==> src/rtl/prng_share_arbiter.sv <==
// Sequences the Trivium PRNG adapter (seed load, init wait, reseed) and deals its
// word stream round-robin to NUM_REQ consumers, at most one consumer per word.
module prng_share_arbiter #(
  parameter int NUM_REQ = 4,
  parameter int DW      = 64,
  parameter int CNT_W   = 32
) (
  input  logic               clk,
  input  logic               rst,
  input  logic [63:0]        seed_in,
  input  logic               reseed,
  output logic               trv_rst,
  output logic [63:0]        trv_seed,
  input  logic [DW-1:0]      trv_data,
  input  logic               trv_valid,
  input  logic [NUM_REQ-1:0] req,
  output logic [NUM_REQ-1:0] gnt,
  output logic [DW-1:0]      rnd_data,
  output logic               busy,
  output logic [CNT_W-1:0]   issue_cnt
);

  localparam int PW = (NUM_REQ > 1) ? $clog2(NUM_REQ) : 1;

  typedef enum logic [1:0] {
    ST_SEED,
    ST_WAIT,
    ST_RUN
  } state_t;

  state_t            state_q, state_d;
  logic [63:0]       seed_q;
  logic [PW-1:0]     rr_ptr;
  logic [PW-1:0]     winner;
  logic [PW-1:0]     next_ptr;
  logic              found;
  logic              grant_en;
  logic [PW-1:0]     cand [NUM_REQ];

  always_comb begin
    // NOTE: every combinational output gets a default before any branch, so no path
    // leaves a signal unassigned and no latch is inferred.
    state_d = state_q;
    unique case (state_q)
      ST_SEED: state_d = ST_WAIT;
      ST_WAIT: if (trv_valid) state_d = ST_RUN;
      ST_RUN:  state_d = ST_RUN;
      default: state_d = ST_SEED;
    endcase
    if (reseed) state_d = ST_SEED;
  end

  // Candidate k is the requester k places after rr_ptr, wrapped modulo NUM_REQ.
  for (genvar k = 0; k < NUM_REQ; k++) begin : g_cand
    logic [PW:0] sum;
    assign sum     = {1'b0, rr_ptr} + (PW+1)'(k);
    assign cand[k] = (sum >= (PW+1)'(NUM_REQ)) ? PW'(sum - (PW+1)'(NUM_REQ)) : PW'(sum);
  end

  always_comb begin
    winner = '0;
    found  = 1'b0;
    for (int k = 0; k < NUM_REQ; k++) begin
      if (!found && req[cand[k]]) begin
        found  = 1'b1;
        winner = cand[k];
      end
    end
  end

  assign next_ptr = (winner == PW'(NUM_REQ - 1)) ? '0 : winner + PW'(1);
  // A reseed wins over arbitration so no word is issued from a PRNG about to restart.
  assign grant_en = (state_q == ST_RUN) && !reseed && trv_valid && found;

  always_ff @(posedge clk) begin
    // NOTE: registers use non-blocking assignments so every flop samples pre-edge values.
    if (rst) begin
      // NOTE: the data word is reset too, so rnd_data is a known 0 before any grant.
      state_q   <= ST_SEED;
      seed_q    <= seed_in;
      rr_ptr    <= '0;
      gnt       <= '0;
      rnd_data  <= '0;
      issue_cnt <= '0;
    end else begin
      state_q <= state_d;
      if (reseed) seed_q <= seed_in;
      if (grant_en) begin
        gnt       <= NUM_REQ'(1) << winner;
        rnd_data  <= trv_data;
        rr_ptr    <= next_ptr;
        issue_cnt <= issue_cnt + CNT_W'(1);
      end else begin
        gnt <= '0;
      end
    end
  end

  assign trv_rst  = (state_q == ST_SEED);
  assign trv_seed = seed_q;
  assign busy     = (state_q != ST_RUN);

endmodule

==> config.mk <==
export PLATFORM = sky130hd
export DESIGN_NAME = prng_share_arbiter
export DESIGN_NICKNAME = d
export VERILOG_FILES = /design/src/rtl/prng_share_arbiter.sv
export SDC_FILE = /design/constraint.sdc
export NUM_CORES = 1
export LEC_CHECK = 0
export CAP_MARGIN = 25
export CORE_MARGIN = 2
export CORE_UTILIZATION = 25
export DETAILED_ROUTE_END_ITERATION = 8
export DONT_BUFFER_PORTS = 1
export HOLD_SLACK_MARGIN = 0.06
export SLEW_MARGIN = 15
export SYNTH_ARGS = -nofsm -noshare
export SYNTH_HDL_FRONTEND = slang
export SYNTH_SLANG_ARGS = --single-unit
==> constraint.sdc <==
create_clock -name clk -period 2.28 [get_ports clk]
set_input_delay 0.342 -clock clk [delete_from_list [all_inputs] [get_ports clk]]
set_output_delay 0.342 -clock clk [all_outputs]
set_load 0.02 [all_outputs]
* Word-level counts from Yosys, hierarchy flattened *
Cells that the tools add are included.

operators by class
  $lt $le $gt $ge = 8
  mux-type cells = 25
  $add $sub $neg = 9
  reductions and logical operators = 14
  shifts and indexed selects = 1
  bitwise operators = 1
  eq/ne operators = 5

operators with widths
  operator                                                                number
  64-bit two-way mux                                                      2
  32-bit by 1-bit adder with 32-bit output (second input constant)        1
  2-bit two-way mux                                                       10
  2-bit by 3-bit < comparator with 1-bit output (second input constant)   4
  3-bit >= comparator (second input constant)                             3
  1-bit binary-select mux with 2-bit select                               4
  1-bit two-way mux                                                       8
  2-bit by 1-bit subtractor with 2-bit output (second input constant)     4
  2-bit by 2-bit adder with 3-bit output (second input constant)          2
  1-bit logical AND                                                       6
  2-bit one-hot mux with 3 select lines                                   1
  2-bit equality test (second input constant)                             2
  1-bit zero test                                                         4
  2-bit != test (second input constant)                                   2
  2-bit OR reduction                                                      2
  1-bit by 2-bit << shifter with 4-bit output (first input constant)      1
  2-bit by 1-bit adder with 3-bit output (second input constant)          1
  2-bit by 3-bit >= comparator with 1-bit output (second input constant)  1
  2-bit by 1-bit adder with 2-bit output (second input constant)          1
  2-bit by 1-bit equality test with 1-bit output (second input constant)  1
  2-bit zero test                                                         1
  2-bit nonzero test                                                      1
  1-bit NOT                                                               1

storage, ports and cells
  register bits after elaboration = 168
  output and inout port bits = 166
  bits of input ports = 136

* Logic depth before layout (Yosys ltp) *
Gate-level depths: netlist of the first run.

  depth after elaboration = 17
  mapped depth = 8
  depth with buffers taken out = 7

* Worst setup path after synthesis of the first run *
No wires, ideal clock.

  kind = flip-flop to flip-flop
  from = reg state_q[0]
  to = reg issue_cnt[31]
  setup time = 0.121 ns
  stages on the path, launching flop included = 8
  period minus slack after synthesis = 2.183 ns
  arrival time = 2.062 ns
  setup slack = 0.097 ns
  required time = 2.159 ns
  path through = dfxtp_1 > inv_1 > ha_1 > nand4b_4 > or4_4 > buf_6 > nor4_1 > mux2_2

on the way
  cells in the longest elaborated chain, start to end = 4

ends and longest elaborated chain
  what                             RTL line  RTL
  start, declared                  31        state_t state_q, state_d;
  start signal, assigned           86        state_q <= state_d;
  2-bit equality test              73        assign grant_en = (state_q == ST_RUN) && !reseed && trv_valid && found;
  1-bit logical AND (3 in series)  73
  end signal, assigned             92        issue_cnt <= issue_cnt + CNT_W'(1);
  end, declared                    20        output logic [CNT_W-1:0] issue_cnt

Every way passes these cells.
A chain may end at the register's enable or synchronous reset.

* Worst setup path after layout of the first run *
  from = reg state_q[0]
  to = reg issue_cnt[27]

Same word-level chain as after synthesis.

==> impl_results.md, run 1 <==
* Run status: completed
* Placed cell count at 912
* Mapped Area at 6190 um2
* Gate Count Post-Synth at 590
* Core area at 24300 um2
* DP HPWL at 11700 um
* Largest net degree at the start of global routing at 89
* RePlAce Congestion at roughly 0.80
* Ys flop type: dfxtp_1
* Fin. max-slew vios at 0
* Final hold vios at 0
* Crit end category: flip-flop
* CTS tree: yes
* Drt pass-1 iters at 4
* Min Tclk post-route at 2.16 ns
* Routed vias/inst at 4.57
* # fillers at 2358
* Ys async rst share at 0
* Synth top area share at 0.336
* DRT Wirelength at 18000 um
* Worst EP arrival at 2.52 ns
* Die Width at 161 um
* Setup TNS Final at 0 ns
* Via count at 4888
* Clock slew at reported path FFs at 0.08 ns
* Cells along the critical path: inv_1 > ha_1 > nand4b_4 > or4b_4 > or4_1 > a21oi_1
* Residual DRC at 0
* Worst setup path class: reg -> reg
* Die Y at roughly 160 um
* Post-synth cell types at 39
* H-tree Lvls at 4
* Max-Cap Viols at 0
* Total power at 0.00653 W
* LEAKAGE at 2.96 nW
* Routed length per instance at 16.8 um
* Sequential area share after synthesis at 0.647
* Number of global-route vias before repair at 4815
* Ranking of synthesized cells by area: dfxtp_1, edfxtp_1, nand2_1
* Cell taking the most area after synthesis: dfxtp_1
* Worst min-delay path class: in -> reg
* DIE AREA at roughly 26000 um2
* Syn Area/Cell at about 10 um2
* Syn_nets at 731
* Clock Skews at 0.0199 ns
* Nets at 873
* Required time of the critical path at roughly 2.6 ns
* Core Rows at 57
* Power per cell area at roughly 760 nW/um2
* Max Clock Freq at 462 MHz
* CTS sink count at 168
* Worst slew pin tran at 0.821 ns
* RSZ-0062 raised after global routing: no
* CTS Buf Count at 17
* Syn. warnings at 0
* Critical path's slowest cell: or4b_4
* Initial cell density of the core at 0.255
* EDFF count, synth at 64
* Root Driver: clkbuf_16
* Clock Latency Late Sink at 0.43 ns
* DR iter-0 viols at approximately 330
* Grt ovf at 0
* Share of post-route cells with drive strength above 1 at 0.103
* Slew HR at 0.452
* GRT Util Overall at 0.131
* I/O pins at 302
* CP max FO at 8
* Antenna Cells at 0
* Max incr delay on CP at 0.61 ns
* Final period util at 0.948
* Initial antenna violation count at 1
* Critical Path Start Type: flip-flop
* CTS Buffer Depth at 2
* P&R area growth vs syn at 38.4%
* Finished Layout Cells at roughly 1100
* Worst IR drop on VDD at 0.000333 V
* Residual antenna-violating net count after detailed routing at 0
* Final Setup Violations at 0
* Flops & latches, synth at 168
* Port buffer count at 0
* Global-route wire length before repair at 26600 um
[final timing paths]
check                     from       endpoint  slack, ns  depth (start not counted)
hold reg to reg      rr_ptr[0]      rr_ptr[0]       0.48                          2
setup reg to reg    state_q[0]  issue_cnt[27]       0.12                          6
hold / removal    trv_data[61]   rnd_data[61]       0.08                          2
setup / recovery    state_q[0]  issue_cnt[27]       0.12                          6
[kinds of logic after synthesis]
| group | Yosys count | share of synthesized area |
|---|---|---|
| xor gates and xnor gates | 6 | 0.00849 |
| buffers and inverters | 41 | 0.0279 |
| AOI/OAI and AO/OA | 108 | 0.0942 |
| muxes | 9 | 0.0160 |
| DFF | 168 | 0.647 |
| adders and majority gates | 5 | 0.0101 |
| and+or+nand+nor | 253 | 0.196 |
[final cells by class]
type,instances,area (um2),area share
inverter,9,33.8,0.00394
tap,324,405,0.0473
clock buffer,19,454,0.0530
sequential,168,4000,0.467
multi-input combinational,381,2040,0.238
timing repair buffer,155,1520,0.177
clock inverter,13,108,0.0126
[flip-flops by register name (all words and copies together), names as in the netlist]
| register | cells |
|---|---|
| state_q | 2 |
| rnd_data | 64 |
| issue_cnt | 32 |
| trv_seed | 64 |
| gnt | 4 |
| rr_ptr | 2 |
[metrics by stage]
stage	hold WS [ns]	setup WS, ns	utilization	instance area (um2)
detailed placement	0.422	0.0570	0.276	6710
global route	0.0772	0.0242	0.352	8560
finish	0.0821	0.117	0.352	8560
floorplan	0.441	0.0975	-	6190
global placement	0.419	0.109	0.276	6710
CTS	0.0619	0.0284	0.351	8530
[per-layer routing]
metal | track usage | vias up | share of wire
met5 | 0 | - | 0
met4 | 0.0515 | 0 | 0.018
met3 | 0.0411 | 21 | 0.083
met2 | 0.229 | 246 | 0.49
met1 | 0.150 | 2267 | 0.41
li1 | - | 2354 | -
[cell usage after synthesis (all sizes together) (6+ instances only)]
library cell  number
or4               17
nor4               8
xnor2              6
nor2              18
o31ai             11
dfxtp            104
mux2               7
buf               11
nand3              6
inv                9
o21ai              8
nand2            151
clkbuf            21
nor2b             10
nor3               7
edfxtp            64
a21oi             85
[cell usage in the layout (no fill, tap or decap), types with 4 or more instances in the layout]
cell           instances
nand2_1              151
buf_4                 28
xnor2_1                6
nand2b_1               5
nor2b_1               10
o31ai_1               11
nor3_1                 7
dlygate4sd3_1        124
clkinvlp_4             4
or4_1                 15
nand3_1                6
and4_1                 5
a21oi_1               85
clkbuf_16             18
dfxtp_1              104
inv_1                  9
o21ai_0                8
mux2_2                 7
nor2_1                17
or3_1                  5
nor4_1                 6
ha_1                   5
and3_1                 5
nand4_1                5
edfxtp_1              64
inv_6                  4
[critical path: cells and delay by family, from the launching register on]
kind	cells	cell delay (ns)
compound gates	1	0.16
buf+inv	1	0.08
simple gates	3	1.28
fa+ha+maj	1	0.24
flops	1	0.33
[power breakdown]
group	internal (W)	total [W]	leakage, nW	switching, W
logic	0.000172	0.000291	1.20	0.000119
clock network	0.00149	0.00279	0.265	0.00130
registers	0.00325	0.00345	1.49	0.000202
[timing repair]
action / CTS / global route
hold endpoints to repair: 152 / 1
hold buffers: 124 / 1
setup endpoints to repair: 0 / 8
buffers inserted: 0 / 0
resized for setup: 0 / 4
No activity file was read; power rests on OpenSTA's default activity.
==> run 2, diff against run 1 <==
--- a/config.mk
+++ b/config.mk
@@ -10,7 +10,7 @@
 export CORE_UTILIZATION = 25
 export DETAILED_ROUTE_END_ITERATION = 8
 export DONT_BUFFER_PORTS = 1
-export HOLD_SLACK_MARGIN = 0.06
+export HOLD_SLACK_MARGIN = 0.1
 export SLEW_MARGIN = 15
 export SYNTH_ARGS = -nofsm -noshare
 export SYNTH_HDL_FRONTEND = slang
==> constraint.sdc (replaced) <==
create_clock -name clk -period 2.3 [get_ports clk]
set_input_delay 0.345 -clock clk [delete_from_list [all_inputs] [get_ports clk]]
set_output_delay 0.345 -clock clk [all_outputs]
set_load 0.02 [all_outputs]
==> run 2 against run 1 <==
  * Fmax down 1.6%
  * Critical path depth unchanged
  * Core utilization up 0.14 points
  * Combinational power up 2%
  * Clock power about the same
  * First-iteration DRC count up 41%
  * Via count up 0.68%
  * Sequential share of layout area down 0.18 points
  * Worst hold slack better by 0.032 ns
  * Design area up 0.39%
  * Sequential power about the same
  * Critical path type unchanged
==> impl_results.md, run 2 (synthesis results as in run 1) <==
* Final period util at 0.955
* DP HPWL at 11800 um
* Clock Skews at 0.0116 ns
* Worst Hold End: rnd_data[50]
* R2r endpoint: issue_cnt[27]
* # fillers at roughly 2300
* Min Tclk post-route at roughly 2.2 ns
* Residual DRC at 0
* DR iter-0 viols at 461
* Slew HR at 0.463
* Number of global-route vias before repair at 4609
* DRT Wirelength at 17700 um
* Critical Path Start Type: flip-flop
* Via count at 4921
* CTS sink count at 168
* Initial cell density of the core at 0.255
* P&R area growth vs syn at 38.9%
* CP max FO at 8
* Setup WS post-layout at 0.103 ns
* Run status: completed
* DIE AREA at 26000 um2
* Antenna Cells at 0
* Commonest non-fill, non-tap cell in the layout: nand2_1
* Worst IR drop on VDD at 0.000340 V
* HP Start: trv_data[50]
* Drt pass-1 iters at 4
* Worst EP arrival at about 2.6 ns
* LEAKAGE at slightly below 3 nW
* Nets at 875
* Reg-to-Reg Start: state_q[0]
* Core area at 24300 um2
* Initial antenna violation count at 1
* CTS Buffer Depth at 2
* Fin. max-slew vios at 0
* Hold WS at between 0.1 and 0.15 ns
* Die Y at 161 um
* Final hold vios at 0
* Grt ovf at 0
* Residual antenna-violating net count after detailed routing at 0
* Hold depth at 2
* Die Width at 161 um
* Worst min-delay path class: in -> reg
* Share of post-route cells with drive strength above 1 at 0.104
* Worst setup path class: reg -> reg
* Reg2Reg Depth at 6
* CTS Buf Count at 17
* Crit end category: flip-flop
* Max-Cap Viols at 0
* Final Util at 0.354
* CTS tree: yes
* Worst slew pin tran at 0.805 ns
* Reg2reg setup slack at 0.10 ns
* Final Setup Violations at 0
* Core Rows at 57
* Most frequent cells in the layout: nand2_1, dlygate4sd3_1, dfxtp_1, a21oi_1, edfxtp_1
* Clock slew at reported path FFs at roughly 0.070 ns
* Global-route wire length before repair at 26100 um
* Clock Latency Late Sink at between 0.4 and 0.5 ns
* GRT Util Overall at 0.130
* Required time of the critical path at roughly 2.7 ns
* Routed length per instance at 16.5 um
* Place WS at 0.0929 ns
* H-tree Lvls at 4
* Max Clock Freq at 455 MHz
* I/O pins at 302
* RePlAce Congestion at 0.784
* Root Driver: clkbuf_16
* Total power at 0.00648 W
* Power per cell area at 753 nW/um2
* Routed vias/inst at 4.59
* Largest net degree at the start of global routing at 95
* Port buffer count at 0
run 2: per-stage QoR:
step	std cells	instance area, um2	setup TNS, ns
final	1071	8600	0
after CTS	1071	8580	0
after floorplan	590	6190	0
after global placement	911	6710	0
after detailed placement	911	6710	0
after global routing	1071	8600	-0.00181
run 2: power breakdown:
| group | total [W] | switching, W | leakage (nW) | internal (W) |
|---|---|---|---|---|
| Combinational | 0.000297 | 0.000121 | 1.21 | 0.000176 |
| Clock | 0.00276 | 0.00130 | 0.270 | 0.00146 |
| Sequential | 0.00342 | 0.000199 | 1.49 | 0.00322 |
| Total | 0.00648 | 0.00162 | 2.97 | 0.00486 |
run 2: worst max-delay path by stage:
stage	startpoint	depth (start not counted)	endpoint
after floorplan	state_q[0]	7	issue_cnt[31]
after global placement	state_q[0]	6	issue_cnt[27]
after detailed placement	state_q[0]	6	issue_cnt[31]
after CTS	state_q[0]	6	issue_cnt[27]
after global routing	state_q[0]	6	issue_cnt[31]
final	state_q[0]	6	issue_cnt[27]
run 2: critical path, stage by stage, from the launching register on:
cell      delay, ns
dfxtp_1        0.33
inv_1          0.09
ha_2           0.23
nand4b_4       0.12
or4b_1         0.68
or4_1          0.54
a21oi_1        0.15
run 2: what timing repair did:
item	CTS	global route
buffers inserted	0	0
gates resized for setup	0	3
hold buffers	128	0
hold endpoints to repair	155	0
setup endpoints to repair	0	4
run 2: cell type report:
class,count,area (um2),share of cell area
Sequential cell,168,4000,0.466
Tap cell,324,405,0.0471
Clock inverter,14,131,0.0153
Clock buffer,18,439,0.0511
Multi-Input combinational cell,381,2040,0.238
Inverter,9,33.8,0.00393
Timing Repair Buffer,157,1540,0.179
run 2: routing by layer:
metal,wire length [um],part of all wire,vias to the layer above,GRT usage
li1,-,-,2351,-
met5,0,0,-,0
met1,7430,0.42,2310,0.154
met3,1430,0.081,17,0.0437
met4,282,0.016,0,0.0459
met2,8580,0.48,243,0.219
